File: src/rtl/range_finder_mc.sv
// Multi-channel range finder: tracks per-channel min/max/range/count over a
// go/finish framed burst and registers the results on the closing edge.
module range_finder_mc #(
    parameter int WIDTH     = 16,
    parameter int CHANNELS  = 4,
    parameter int CNT_WIDTH = 16,
    parameter int SIGNED    = 0,
    parameter int CH_W      = (CHANNELS > 1) ? $clog2(CHANNELS) : 1
) (
    input  logic                          clock,
    input  logic                          reset_n,
    input  logic                          go,
    input  logic                          finish,
    input  logic                          data_valid,
    input  logic [CH_W-1:0]               chan_id,
    input  logic [WIDTH-1:0]              data_in,
    output logic [CHANNELS*WIDTH-1:0]     range,
    output logic [CHANNELS*WIDTH-1:0]     max_out,
    output logic [CHANNELS*WIDTH-1:0]     min_out,
    output logic [CHANNELS*CNT_WIDTH-1:0] count,
    output logic [CHANNELS-1:0]           empty,
    output logic                          done,
    output logic                          busy,
    output logic                          debug_error,
    output logic                          bad_chan
);

    typedef enum logic [1:0] {IDLE, READ, DONE, ERROR} state_t;

    // Smallest / largest representable sample in the selected compare mode.
    localparam logic [WIDTH-1:0] MIN_VAL = (SIGNED != 0) ? {1'b1, {(WIDTH-1){1'b0}}} : '0;
    localparam logic [WIDTH-1:0] MAX_VAL = (SIGNED != 0) ? {1'b0, {(WIDTH-1){1'b1}}} : '1;
    localparam logic [CNT_WIDTH-1:0] CNT_ONE = 1;

    state_t state, nxt_state;

    logic [CHANNELS-1:0][WIDTH-1:0]     work_max, work_min, nxt_max, nxt_min;
    logic [CHANNELS-1:0][CNT_WIDTH-1:0] work_cnt, nxt_cnt;
    logic                               bad_q, nxt_bad;
    logic                               enter_read;

    logic [CHANNELS-1:0][WIDTH-1:0]     range_q, max_q, min_q;
    logic [CHANNELS-1:0][CNT_WIDTH-1:0] count_q;
    logic [CHANNELS-1:0]                empty_q;

    function automatic logic greater(input logic [WIDTH-1:0] a, input logic [WIDTH-1:0] b);
        if (SIGNED != 0) return $signed(a) > $signed(b);
        else             return a > b;
    endfunction

    // NOTE: every signal driven here gets a default first, so no path leaves
    // it unassigned and no latch is inferred.
    always_comb begin
        nxt_state = state;
        unique case (state)
            IDLE:    if (finish) nxt_state = ERROR;
                     else if (go) nxt_state = READ;
            READ:    if (finish) nxt_state = DONE;
            DONE:    nxt_state = go ? READ : IDLE;
            ERROR:   if (go) nxt_state = READ;
            default: nxt_state = IDLE;
        endcase
    end

    assign enter_read = (nxt_state == READ) && (state != READ);

    // Working values including this cycle's sample; the result load uses these
    // so a sample arriving alongside finish is counted.
    always_comb begin
        nxt_max = work_max;
        nxt_min = work_min;
        nxt_cnt = work_cnt;
        nxt_bad = bad_q;
        if (state == READ && data_valid) begin
            if (int'(chan_id) >= CHANNELS) begin
                nxt_bad = 1'b1;
            end else begin
                for (int c = 0; c < CHANNELS; c++) begin
                    if (int'(chan_id) == c) begin
                        if (greater(data_in, work_max[c])) nxt_max[c] = data_in;
                        if (greater(work_min[c], data_in)) nxt_min[c] = data_in;
                        if (work_cnt[c] != '1) nxt_cnt[c] = work_cnt[c] + CNT_ONE;
                    end
                end
            end
        end
    end

    // NOTE: sequential state uses non-blocking assignments only, so every
    // register samples the pre-edge values of the others.
    always_ff @(posedge clock or negedge reset_n) begin
        if (!reset_n) state <= IDLE;
        else          state <= nxt_state;
    end

    // NOTE: the per-channel working arrays are small, so they are reset too;
    // this keeps simulation X-free and costs only a reset fan-out.
    always_ff @(posedge clock or negedge reset_n) begin
        if (!reset_n) begin
            work_max <= '0;
            work_min <= '0;
            work_cnt <= '0;
            bad_q    <= 1'b0;
        end else if (enter_read) begin
            for (int c = 0; c < CHANNELS; c++) begin
                work_max[c] <= MIN_VAL;
                work_min[c] <= MAX_VAL;
            end
            work_cnt <= '0;
            bad_q    <= 1'b0;
        end else begin
            work_max <= nxt_max;
            work_min <= nxt_min;
            work_cnt <= nxt_cnt;
            bad_q    <= nxt_bad;
        end
    end

    always_ff @(posedge clock or negedge reset_n) begin
        if (!reset_n) begin
            range_q <= '0;
            max_q   <= '0;
            min_q   <= '0;
            count_q <= '0;
            empty_q <= '1;
        end else if (state == READ && finish) begin
            for (int c = 0; c < CHANNELS; c++) begin
                count_q[c] <= nxt_cnt[c];
                if (nxt_cnt[c] == '0) begin
                    range_q[c] <= '0;
                    max_q[c]   <= '0;
                    min_q[c]   <= '0;
                    empty_q[c] <= 1'b1;
                end else begin
                    // Modular difference is the exact span in both compare modes.
                    range_q[c] <= nxt_max[c] - nxt_min[c];
                    max_q[c]   <= nxt_max[c];
                    min_q[c]   <= nxt_min[c];
                    empty_q[c] <= 1'b0;
                end
            end
        end
    end

    assign range       = range_q;
    assign max_out     = max_q;
    assign min_out     = min_q;
    assign count       = count_q;
    assign empty       = empty_q;
    assign bad_chan    = bad_q;
    assign done        = (state == DONE);
    assign busy        = (state == READ);
    assign debug_error = (state == ERROR);

endmodule

File: config.mk
export PLATFORM = sky130hd
export DESIGN_NAME = range_finder_mc
export DESIGN_NICKNAME = d
export VERILOG_FILES = /design/src/rtl/range_finder_mc.sv
export SDC_FILE = /design/constraint.sdc
export NUM_CORES = 1
export LEC_CHECK = 0
export ABC_AREA = 0
export BUFFER_PORTS_ARGS = -buffer_cell sky130_fd_sc_hd__buf_2
export CAP_MARGIN = 5
export CORE_ASPECT_RATIO = 0.5
export CORE_MARGIN = 2
export CORE_UTILIZATION = 60
export CTS_BUF_LIST = sky130_fd_sc_hd__clkbuf_8
export DETAILED_ROUTE_END_ITERATION = 6
export PLACE_DENSITY = 0.82
export SLEW_MARGIN = 10
export SYNTH_ARGS = -nofsm -noshare
export SYNTH_HDL_FRONTEND = slang
export SYNTH_SLANG_ARGS = --single-unit
File: constraint.sdc
create_clock -name clock -period 6.1 [get_ports clock]
set_input_delay 0.915 -clock clock [delete_from_list [all_inputs] [get_ports clock]]
set_output_delay 0.915 -clock clock [all_outputs]
set_load 0.05 [all_outputs]
==> summary.txt <==
Run status
  – Status: finished, final reports clean

GRT
  – Initial antenna violation count: 4
  – Global Route Usage Sum: 0.3326
  – First-pass GRT wire length: 116,200 um
  – Largest net degree at the start of global routing: 226
  – Vias in the first global route: between 20,000 and 25,000
  – Grt ovf: 0

Die
  – Die W: 295.9 um
  – Starting density of the core: 0.6091
  – FP Rows: 53
  – Die Span Y: 150.0 um
  – Die area: about 44,000 um^2
  – Ports: 287
  – Core Region: 41,980 um^2

STA
  – Final period utilization: 0.9086
  – FMAX: roughly 180 MHz
  – Setup TNS Final: 0 ps
  – RSZ-0062 raised after global routing: no
  – Final min period: 5543 ps
  – Worst-Margin Slew: 1116 ps
  – Setup violators final: 0
  – Final Hold Slack: around 170 ps
  – Slew HR: 0.2561
  – Final Skew: 44.39 ps
  – Final Max Slew Viols: 0
  – Final Hold Vio Count: 0

Synthesis
  – Main area contributors after synthesis: dfrtp_1, ha_1, nand2_1
  – Synth Net Count: 3,085
  – Leading area contributor after synthesis: dfrtp_1
  – Sequential area share after synthesis: 0.4446
  – Post-synth top flop: dfrtp_1
  – EDFF count, synth: 0
  – Netlist Area Pre-Place: 25,570 um^2
  – Netlist cell types: 96
  – Most numerous cell in the Yosys netlist: dfrtp_1
  – FF+latch count, synth: 454
  – Top post-synthesis cells by count: dfrtp_1, nand2_1, nor2_1, o21ai_0, a21oi_1
  – Post-Syn Area per Cell: between 8 and 9 um^2
  – Top-area cell type share of the netlist area: 0.4404
  – Post-synthesis async set-or-reset flop share: 1.000
  – Cells after Synth: ~2,900
  – Yosys warns: 0

Placed design
  – Hpwl dp: roughly 53,000 um
  – Port-buffer cells: 285
  – GPL Wtd Cong: 0.9508

Clock network
  – Register clock-pin slew on the reported worst setup and hold paths: 70 ps
  – Clk root buf: clkbuf_8
  – Htree depth: 3
  – Post-CTS sizing: 0
  – Worst-skew pair later-pin latency: 650 ps
  – TritonCTS Sinks: roughly 450
  – CTS Buf Count: slightly below 70
  – CTS Buffer Depth: 3
  – Setup bufs post-CTS: 0
  – Hold Buf Count CTS: 0
  – CTS tree: done

Finish
  – Area grow syn2layout: 14.80%
  – Post-layout util: 0.6992
  – Final net count: 3,381
  – Share of post-route cells with drive strength above 1: 0.1599
  – FILL cells: 3,333

Worst setup path
  – Slowest stage cell, crit path: fa_1
  – Crit path capture type: flop
  – Required time of the critical path: 6590 ps
  – Flop-to-flop setup slack: 730 ps
  – Critical path peak fanout: 24
  – Worst setup SP type: input pin
  – Data arrival time of the worst path: ~6000 ps
  – Critical path's top delay family: compound AO/OA/AOI/OAI gates
  – Worst path max stage delay: 510 ps
  – Buffers & Inverters on Critical Path: 3
  – Crit path kind: input pin to flop
  – Crit path cell chain: buf_2 > inv_1 > ha_1 > nand4_1 > nor4_1 > a21boi_2 > o31ai_4 > buf_4 > nor2_1 > a21oi_1 > fa_1 > a32o_1 > a221o_1 > a2111oi_0 > o31ai_1 > a31oi_2 > o21ai_0 > a21oi_1 > xor2_1 > o21ai_0

Power
  – Pwr Density: 352.1 nW/um^2
  – Lkg Pwr: 14.41 nW
  – Worst vdd ir: about 230 uV

Routing
  – DRC: 0
  – Final ANT Viol Nets: 0
  – DR iter-0 viols: about 2,100
  – Pre-antenna DRT Iters: 5
  – Routed vias: 22,948
  – Vias per std cell: 6.015
  – Post-Route WL: about 74,000 um
  – WL/cell: 19.36 um

Hold path
  – Hold Path Class: input pin to asynchronous set/reset pin

Job
  – Max_cap viols: 0
[report_power, final]
part           internal (mW)  total (mW)  switching (mW)
clock network           1.41        2.67            1.26
registers               3.49        3.82           0.333
logic                   1.00        3.85            2.84
total                   5.90        10.3            4.43
[sequential cells by signal, summed over array words and instances, names as in the netlist]
| signal | flops |
|---|---|
| state | 2 |
| work_max | 64 |
| work_min | 64 |
| max_out | 64 |
| min_out | 64 |
| range | 64 |
| count | 64 |
| work_cnt | 64 |
| empty | 4 |
[area by class of cell]
class,count,area (um^2),share of cell area
timing repair buffer,360,2062,0.07025
clock inverter,40,292.8,0.009975
tap,577,721.9,0.02460
antenna,5,12.51,0.0004263
sequential,454,11370,0.3872
inverter,155,583.1,0.01986
clock buffer,83,1142,0.03892
multi-input combinational,2141,13170,0.4487
[metrics by stage]
step	power (mW)	setup slack [ps]	instances	instance area, um^2
detailed placement	7.671	185.8	3687	27900
floorplan	6.560	2.236	2885	25580
global placement	7.572	331.8	3687	27900
finish	10.34	557.3	3815	29350
CTS	10.34	763.3	3810	29340
global route	10.85	297.5	3814	29350
[final timing paths]
kind	cells past startpoint	from	end
max in group asynchronous	2	reset_n	range[53]
min in group clock	2	max_out[49]	max_out[49]
worst max-delay path	20	data_in[15]	range[12]
worst max register to register	17	state[1]	range[12]
worst min register to register	2	max_out[49]	max_out[49]
worst min-delay path	1	reset_n	count[24]
[logic make-up (layout without fill, tap and decap cells)]
group / Yosys count / count (layout) / synth area share
buffers and inverters: 290 / 638 / 0.04404
XOR/XNOR: 118 / 118 / 0.04042
multiplexers: 25 / 25 / 0.009983
flip-flops: 454 / 454 / 0.4446
other: 1 / 6 / 0.0001467
AO/OA/AOI/OAI: 782 / 782 / 0.1891
AND/OR/NAND/NOR: 1027 / 1027 / 0.1796
adder cells (fa/ha/maj): 188 / 188 / 0.09215
[per-layer routing]
| layer | global-route usage | vias up | part of all wire |
|---|---|---|---|
| met4 | 0.1404 | 0 | 0.037 |
| met2 | 0.5235 | 911 | 0.46 |
| li1 | - | 10714 | - |
| met1 | 0.4415 | 11112 | 0.42 |
| met5 | 0 | - | 0 |
| met3 | 0.08243 | 211 | 0.086 |
[cells in the final DEF, fill, tap and decap left out, types with 22 or more instances in the layout]
master,netlist,layout
o31ai_1,49,45
o211ai_1,23,23
dfrtp_1,450,450
xnor2_1,66,66
buf_2,12,284
and3_1,28,28
a21o_1,22,22
buf_4,2,70
nor3_1,32,32
xor2_1,52,52
a21oi_1,215,215
mux2i_1,23,23
o21ai_0,266,265
nand3_1,67,67
nor2_1,301,301
inv_1,143,163
nand4_1,43,43
clkbuf_8,0,83
ha_1,173,173
nand2_1,436,435
Note: power is estimated with default switching activity, not from simulation.
